`src/rtl/host_seq_if.sv`:
```
// Bundle of controller-side and processor-side signals of the host sequencer.
// The slave modport is the sequencer; the master modport is whatever drives it.
interface host_seq_if #(
  parameter int CW = 16
);
  logic          start;
  logic [1:0]    prog_sel;
  logic          dut_init;
  logic          dut_req;
  logic          dut_ack;
  logic [1:0]    run_prog;
  logic          busy;
  logic          done;
  logic          timeout;
  logic [CW-1:0] cycles;
  logic [7:0]    runs;

  modport slave (
    input  start, prog_sel, dut_ack,
    output dut_init, dut_req, run_prog, busy, done, timeout, cycles, runs
  );

  modport master (
    output start, prog_sel, dut_ack,
    input  dut_init, dut_req, run_prog, busy, done, timeout, cycles, runs
  );
endinterface

```
`src/rtl/host_seq.sv`:
```
// Host sequencer: resets a processor, requests a program run, waits for its
// done flag (or a cycle timeout) and reports the outcome and run count.
module host_seq #(
  parameter int          INIT_CYC = 4,
  parameter int          CW       = 16,
  parameter int unsigned TIMEOUT  = 32'h0000_FFFF
) (
  input logic       clk,
  input logic       init_n,
  host_seq_if.slave bus
);

  typedef enum logic [2:0] {
    S_IDLE = 3'd0,
    S_RST  = 3'd1,
    S_REQ  = 3'd2,
    S_WAIT = 3'd3,
    S_FIN  = 3'd4
  } state_t;

  localparam logic [3:0]    INIT_LD = 4'(INIT_CYC - 1);
  localparam logic [CW-1:0] TMO     = CW'(TIMEOUT);

  state_t        state_q, state_d;
  logic [3:0]    init_cnt_q, init_cnt_d;
  logic [CW-1:0] cnt_q, cnt_d;
  logic [1:0]    run_prog_q, run_prog_d;
  logic          timeout_q, timeout_d;
  logic [CW-1:0] cycles_q, cycles_d;
  logic [7:0]    runs_q, runs_d;
  logic          dut_init_q, dut_init_d;
  logic          dut_req_q, dut_req_d;
  logic          busy_q, busy_d;
  logic          done_q, done_d;

  // Next-state and datapath update; outputs are decoded from the next state
  // so every output flop reflects the state it is entering.
  always_comb begin
    state_d    = state_q;
    init_cnt_d = init_cnt_q;
    cnt_d      = cnt_q;
    run_prog_d = run_prog_q;
    timeout_d  = timeout_q;
    cycles_d   = cycles_q;
    runs_d     = runs_q;
    case (state_q)
      S_IDLE: begin
        if (bus.start) begin
          state_d    = S_RST;
          run_prog_d = bus.prog_sel;
          timeout_d  = 1'b0;
          init_cnt_d = INIT_LD;
        end else begin
          state_d = S_IDLE;
        end
      end
      S_RST: begin
        if (init_cnt_q == 4'd0) begin
          state_d = S_REQ;
        end else begin
          init_cnt_d = init_cnt_q - 4'd1;
        end
      end
      S_REQ: begin
        cnt_d   = '0;
        state_d = S_WAIT;
      end
      S_WAIT: begin
        // A done flag in the same cycle as the limit still counts as success.
        if (bus.dut_ack) begin
          state_d   = S_FIN;
          cycles_d  = cnt_q;
          timeout_d = 1'b0;
          runs_d    = runs_q + 8'd1;
        end else if (cnt_q == TMO) begin
          state_d   = S_FIN;
          cycles_d  = TMO;
          timeout_d = 1'b1;
          runs_d    = runs_q + 8'd1;
        end else begin
          cnt_d = cnt_q + CW'(1);
        end
      end
      S_FIN: begin
        state_d = S_IDLE;
      end
      default: begin
        state_d = S_IDLE;
      end
    endcase
    dut_init_d = (state_d == S_RST);
    dut_req_d  = (state_d == S_REQ);
    busy_d     = (state_d != S_IDLE);
    done_d     = (state_d == S_FIN);
  end

  // State and output registers with synchronous active-low reset.
  always_ff @(posedge clk) begin
    if (!init_n) begin
      state_q    <= S_IDLE;
      init_cnt_q <= 4'd0;
      cnt_q      <= '0;
      run_prog_q <= 2'd0;
      timeout_q  <= 1'b0;
      cycles_q   <= '0;
      runs_q     <= 8'd0;
      dut_init_q <= 1'b0;
      dut_req_q  <= 1'b0;
      busy_q     <= 1'b0;
      done_q     <= 1'b0;
    end else begin
      state_q    <= state_d;
      init_cnt_q <= init_cnt_d;
      cnt_q      <= cnt_d;
      run_prog_q <= run_prog_d;
      timeout_q  <= timeout_d;
      cycles_q   <= cycles_d;
      runs_q     <= runs_d;
      dut_init_q <= dut_init_d;
      dut_req_q  <= dut_req_d;
      busy_q     <= busy_d;
      done_q     <= done_d;
    end
  end

  assign bus.dut_init = dut_init_q;
  assign bus.dut_req  = dut_req_q;
  assign bus.run_prog = run_prog_q;
  assign bus.busy     = busy_q;
  assign bus.done     = done_q;
  assign bus.timeout  = timeout_q;
  assign bus.cycles   = cycles_q;
  assign bus.runs     = runs_q;

endmodule

```
`src/flat_wrapper.sv`:
```
// flat-port wrapper written by rule: the top's interface ports become plain ports
module host_seq_flat 
#(
  parameter int          INIT_CYC = 4,
  parameter int          CW       = 16,
  parameter int unsigned TIMEOUT  = 32'h0000_FFFF
)
  (clk, init_n, bus_start, bus_prog_sel, bus_dut_ack, bus_dut_init, bus_dut_req, bus_run_prog, bus_busy, bus_done, bus_timeout, bus_cycles, bus_runs);
  host_seq_if #(.CW(CW)) bus_i ();
  input logic clk;
  input logic init_n;
  input wire logic [$bits(bus_i.start)-1:0] bus_start;
  input wire logic [$bits(bus_i.prog_sel)-1:0] bus_prog_sel;
  input wire logic [$bits(bus_i.dut_ack)-1:0] bus_dut_ack;
  output wire logic [$bits(bus_i.dut_init)-1:0] bus_dut_init;
  output wire logic [$bits(bus_i.dut_req)-1:0] bus_dut_req;
  output wire logic [$bits(bus_i.run_prog)-1:0] bus_run_prog;
  output wire logic [$bits(bus_i.busy)-1:0] bus_busy;
  output wire logic [$bits(bus_i.done)-1:0] bus_done;
  output wire logic [$bits(bus_i.timeout)-1:0] bus_timeout;
  output wire logic [$bits(bus_i.cycles)-1:0] bus_cycles;
  output wire logic [$bits(bus_i.runs)-1:0] bus_runs;
  assign bus_i.start = bus_start;
  assign bus_i.prog_sel = bus_prog_sel;
  assign bus_i.dut_ack = bus_dut_ack;
  assign bus_dut_init = bus_i.dut_init;
  assign bus_dut_req = bus_i.dut_req;
  assign bus_run_prog = bus_i.run_prog;
  assign bus_busy = bus_i.busy;
  assign bus_done = bus_i.done;
  assign bus_timeout = bus_i.timeout;
  assign bus_cycles = bus_i.cycles;
  assign bus_runs = bus_i.runs;
  host_seq #(.INIT_CYC(INIT_CYC), .CW(CW), .TIMEOUT(TIMEOUT)) u_core (.clk(clk), .init_n(init_n), .bus(bus_i));
endmodule
```
`config.mk`:
```
export PLATFORM = sky130hd
export DESIGN_NAME = host_seq_flat
export DESIGN_NICKNAME = d
export VERILOG_FILES = /design/src/rtl/host_seq_if.sv /design/src/rtl/host_seq.sv /design/src/flat_wrapper.sv
export SDC_FILE = /design/constraint.sdc
export NUM_CORES = 1
export LEC_CHECK = 0
export CORE_MARGIN = 2
export CORE_UTILIZATION = 48
export DETAILED_ROUTE_END_ITERATION = 8
export PLACE_DENSITY = 0.87
export SETUP_SLACK_MARGIN = 0.5
export SLEW_MARGIN = 20
export SYNTH_ARGS = -nofsm -noshare
export SYNTH_HDL_FRONTEND = slang
export SYNTH_SLANG_ARGS = --single-unit
```
`constraint.sdc`:
```
create_clock -name clk -period 1.95 [get_ports clk]
set_clock_uncertainty 0.05 [all_clocks]
set_input_delay 0.195 -clock clk [delete_from_list [all_inputs] [get_ports clk]]
set_output_delay 0.195 -clock clk [all_outputs]
set_load 0.03 [all_outputs]
```
==> results.cfg, run 1 <==
[synthesis]
async_flop_share_pct = 0
synth_area_leaders = dfxtp_1, o221a_2, a21oi_1, or4_1, o31ai_1
synthCells = 246
syn_nets = 256
yosysMostFrequentCell = dfxtp_1
yosysSeqAreaShare_pct = 45.9
yosysUniqueCellTypes = 45
ys_warn_count = 0
synthFlopType = dfxtp_1
ys_seq_elements = 54
synth_top_cell_by_area = dfxtp_1
syn_area_sq_um = 2360
synth_edf_count = 0
synthTopCellsByCount = dfxtp_1, a21oi_1, o221a_2
avgSynthCellArea_sq_um = 9.58
netlist.area_leader.share_pct = 45.9

[global_routing]
grt_remaining_overflow = 0
antenna_found_initial = 0
grt_first_pass_wirelength_mm = 10.8
grt_use_total_pct = 25.7
grt_pass1_vias = 2376
grt_max_degree = 19

[die]
placementRows = 25
dieWidth_um = 74.1
die_h_um = 74.1
start_util_pct = 49.9
core_area_sq_um = 4720
ioPinCount = 37
die_area_sq_um = 5480

[sta]
drv_slew = 0
fin_crit_sh_pct = 102
hold_viol = 0
slew_headroom_pct = 61.8
grt_setup_unrepaired = true
setup-violations-final = 6
worstMarginPinSlew_ps = 571
finalWorstSetupSlack_ps = -40.1
min_period_ps = 1990
fmax_ghz = 0.502

[placed_design]
place_congestion = 0.901
dp_hpwl_mm = 4.17
dp_slack_ps = -76.6
portBuffers = 36

[worst_setup_path]
reg2reg_from = u_core.cnt_q[15]
crit_end = u_core.bus.runs[3]
worst-setup-path-type = reg2reg
end_kind = flip-flop
crit_path_max_fanout = 4
rrSetupSlack_ps = -40
r2r_end = u_core.bus.runs[3]
crit_slowest_cell = o41a_1
worst-path-stages = 5
path_cells = nand4_1 > o41a_1 > buf_4 > or4_4 > a21oi_2
rr_worst_depth = 5
crit_buf_inv = 1
slowest_delay_ps = 550
startpoint = u_core.cnt_q[15]
cp_data_arrival_time_ps = 2200
worstPathRequired_ps = 2160
crit_path_start_kind = flip-flop
crit_family = compound AO/OA/AOI/OAI gates

[drt]
wl_mm = 8.62
routed-wl-met2_mm = 4.50
wire_per_inst_um = 21.1
top_layer_used = met4
drt-met1-wl_mm = 3.12
viasPerCell = 6.39
drc = 0
drtPass1Iterations = 6
route.antenna.remaining_nets = 0
wl_met3_um = 551
first_iter_violations = 305
num_vias = 2612

[clock_network]
clkTransAtPathRegs_ps = 100
cts-root-buf = clkbuf_8
cts_num_sinks = 54
numCtsBuffers = 5
cts-htree-levels = 2
ctsHoldBuffers = 0
cts_buffer_depth = 2
cts_tree = yes
clk_latency_ps = 310

[cells_and_area]
final_core_util_pct = 79.7
synthToLayoutAreaGrowth_pct = 59.7
drive_gt1_share_pct = 48.5
nets = 351
insertedDiodeCount = 0

[power_and_ir_drop]
power_density_nw_per_um2 = 891
power.leakage_nw = 1.50
irDropWorstVdd_mv = 0.863

[flow_run]
maxCapViolations = 0

[hold_path]
hold_class = in2reg

[status]
status = finished, violations left
violations = negative setup slack
layout by cell type, fill, tap and decap left out, types with 3 or more instances in the layout:
cell             instances
dfxtp_2                 12
o31ai_1                  8
nand3_1                  7
clkbuf_8                 6
o21ai_2                  3
buf_4                   54
nand4_1                  7
o221a_2                 16
nor2_1                  10
dfxtp_4                  4
a21oi_1                  7
or3_1                    4
inv_1                    4
dlygate4sd2_1           31
dfxtp_1                 38
a21oi_2                 13
nand2b_1                 5
or4_1                    6
nand2_1                 13
buf_6                   10
or4_4                    6
mux2i_1                  5
clkdlybuf4s50_1          4
area by class of cell:
class | count | area, sq um
clock inverter | 1 | 5.00
timing repair buffer | 102 | 885
tap | 67 | 83.8
clock buffer | 7 | 86.3
multi-input combinational | 172 | 1570
sequential | 54 | 1110
inverter | 6 | 22.5
fill | 264 | 960
routing by layer:
metal	GRT usage, %	vias to the layer above
met5	0	-
met2	46.8	148
li1	-	1143
met1	28.8	1275
met4	10.7	0
met3	5.56	46
cell families after synthesis:
logic type	synth area share, %
muxes	2.12
DFF	45.9
AOI/OAI and AO/OA	21.8
adders and majority gates	2.12
buffers and inverters	3.66
xor gates and xnor gates	1.12
and+or+nand+nor	23.3
worst min-delay path, delay by kind of cell:
| kind | cells | cell delay [ps] |
|---|---|---|
| AND/OR/NAND/NOR | 1 | 180 |
| AO/OA/AOI/OAI | 1 | 50 |
| buffers and inverters | 1 | 310 |
registers in the layout (all words and copies together) (netlist names), 2 cells and up:
register,cells
u_core.bus.cycles,16
u_core.bus.run_prog,2
u_core.bus.runs,8
u_core.cnt_q,16
u_core.init_cnt_q,4
u_core.state_q,3
stage by stage:
stage          TNS (ps)  hold WS, ps  area, sq um  total power, mW  cells
3_3_place_gp      -33.7          416         3120             2.23    371
3_5_place_dp       -512          421         3120             2.26    371
4_1_cts               0          353         3440             3.04    398
6_report          -84.5          396         3760             3.35    409
5_1_grt           -1080          418         3760             3.46    409
2_1_floorplan         0          292         2460             1.97    246
power by group:
group	switching, mW	leakage, nW	internal (mW)
Clock	0.376	0.0482	0.288
Sequential	0.114	0.446	1.22
Combinational	0.713	1.01	0.641
Total	1.20	1.50	2.15
how the worst min path moves through the flow:
stage,start,to,slack [ps],cells after the start
2_1_floorplan,bus_prog_sel[0],u_core.bus.run_prog[0],290,2
3_3_place_gp,u_core.bus.runs[0],u_core.bus.runs[0],420,2
3_5_place_dp,u_core.bus.timeout,u_core.bus.timeout,420,2
4_1_cts,bus_dut_ack,u_core.cnt_q[0],350,3
5_1_grt,bus_dut_ack,u_core.cnt_q[0],420,3
6_report,bus_dut_ack,u_core.cnt_q[0],400,3
timing repair:
action                                  CTS  global route
endpoints found under the setup margin   81            55
gates resized for setup                  62            53
setup buffers                            19            10
cloned                                    0             1
pin swaps                                21            23
No activity file was read; power rests on OpenSTA's default activity.
==> run 2: changes to the inputs <==
- CORE_MARGIN: 2 -> unset
- PLACE_DENSITY: 0.87 -> unset
- PLACE_DENSITY_LB_ADDON: unset -> 0.1
==> results.cfg, run 2 (same netlist as run 1, synthesis figures left out) <==
[drt]
drtPass1Iterations = 4
wire_per_inst_um = 16.1
route.antenna.remaining_nets = 0
num_vias = 2350
viasPerCell = 5.88
wl_mm = 6.43
first_iter_violations = 154
drc = 0

[cells_and_area]
nets = 342
fin_cells = 400
stdcell_area_sq_um = 3560
insertedDiodeCount = 0
drive_gt1_share_pct = 40.5
final_common_cell = buf_4
final_cell_mix = buf_4, dfxtp_1, dlygate4sd2_1
synthToLayoutAreaGrowth_pct = 50.9
final_core_util_pct = 75.3

[global_routing]
grt_max_degree = 19
grt_use_total_pct = 23.6
grt_first_pass_wirelength_mm = 9.61
grt_pass1_vias = 2121
grt_remaining_overflow = 0
antenna_found_initial = 0

[sta]
fin_crit_sh_pct = 102
hold_ws_ps = 432
grt_setup_unrepaired = true
fmax_ghz = 0.503
drv_slew = 0
finalWorstSetupSlack_ps = -37.3
hold_viol = 0
slew_headroom_pct = 62.1
setup-violations-final = 2
worstMarginPinSlew_ps = 564
min_period_ps = 1990

[die]
die_h_um = 72.1
core_area_sq_um = 4720
die_area_sq_um = 5190
dieWidth_um = 72.1
start_util_pct = 49.9
ioPinCount = 37
placementRows = 25

[worst_setup_path]
cp_data_arrival_time_ps = 2190
r2r_end = u_core.bus.runs[3]
reg2reg_from = u_core.cnt_q[1]
crit_end = u_core.bus.runs[3]
end_kind = flip-flop
worstPathRequired_ps = 2160
startpoint = u_core.cnt_q[1]
crit_path_max_fanout = 7
rrSetupSlack_ps = -40
worst-setup-path-type = reg2reg
crit_path_start_kind = flip-flop
rr_worst_depth = 6

[clock_network]
ctsHoldBuffers = 0
cts_buffer_depth = 2
cts-htree-levels = 2
numCtsBuffers = 5
cts_tree = yes
cts_num_sinks = 54
cts-root-buf = clkbuf_8
clkTransAtPathRegs_ps = 90
clk_latency_ps = 310

[power_and_ir_drop]
power.leakage_nw = 1.41
irDropWorstVdd_mv = 0.751
power_density_nw_per_um2 = 887

[placed_design]
placed_cells = 369
place_congestion = 0.787
portBuffers = 36
placed_area_sq_um = 3110
dp_hpwl_mm = 3.96

[status]
violations = negative setup slack
status = finished, violations left

[flow_run]
maxCapViolations = 0

[hold_path]
hold_class = reg2reg
-- run 2: cell types whose count changed in the layout (fill, tap and decap cells not counted), moves of 3 or more --
cell	change
a21oi_1	+9
a21oi_2	-9
buf_6	-6
or4_1	+4
or4_4	-4
buf_4	-3
o21ai_0	+3
o31ai_2	+3
-- run 2: final cells by class --
cell class	instances	area, sq um
Clock buffer	7	76.3
Clock inverter	1	30.0
Fill cell	324	1170
Inverter	6	25.0
Multi-Input combinational cell	173	1460
Sequential cell	54	1110
Tap cell	67	83.8
Timing Repair Buffer	92	769
-- run 2: worst min-delay path by stage --
stage               cells past startpoint               start                endpoint
finish                                  2  u_core.bus.timeout      u_core.bus.timeout
global route                            2  u_core.bus.runs[0]      u_core.bus.runs[0]
global placement                        2  u_core.bus.runs[0]      u_core.bus.runs[0]
detailed placement                      2  u_core.bus.runs[0]      u_core.bus.runs[0]
floorplan                               2     bus_prog_sel[0]  u_core.bus.run_prog[0]
CTS                                     2  u_core.bus.runs[0]      u_core.bus.runs[0]
-- run 2: power breakdown --
part           internal [mW]  leakage, nW  switching [mW]  total, mW
sequential              1.22        0.445          0.0841       1.30
combinational          0.513        0.910           0.594       1.11
clock                  0.385       0.0524           0.360      0.745
-- run 2: what timing repair did --
item / 4_1_cts / 5_1_grt
gates cloned: 0 / 1
setup buffers: 9 / 13
setup endpoints to repair: 81 / 53
resized for setup: 48 / 31
pin swaps: 9 / 19
-- run 2: worst max-delay path, cell delays in order, from the launching register on --
cell     delay, ps
dfxtp_4        370
ha_4           140
nand3_4         80
o41a_1         540
buf_4          190
or4_4          410
a21oi_2        140
-- run 2: metal layers --
layer,up-vias,track usage (%),routed length (um)
li1,1122,-,-
met1,1152,28.5,2770
met2,68,41.0,3260
met3,8,3.75,308
met4,0,11.3,93
met5,-,0,0
-- run 2: stage by stage --
stage          setup TNS, ps  setup slack [ps]  power [mW]
2_1_floorplan              0               138        1.97
3_3_place_gp            -624             -60.8        2.25
3_5_place_dp           -1600              -138        2.27
4_1_cts                -12.3             -8.91        3.03
5_1_grt                 -555             -78.4        3.29
6_report               -57.1             -37.3        3.15
==> run 3: changes to the inputs <==
- HOLD_SLACK_MARGIN: unset -> 0.03
==> results of run 3 <==
No change in the layout: final DEF, timing and power equal those of run 2.
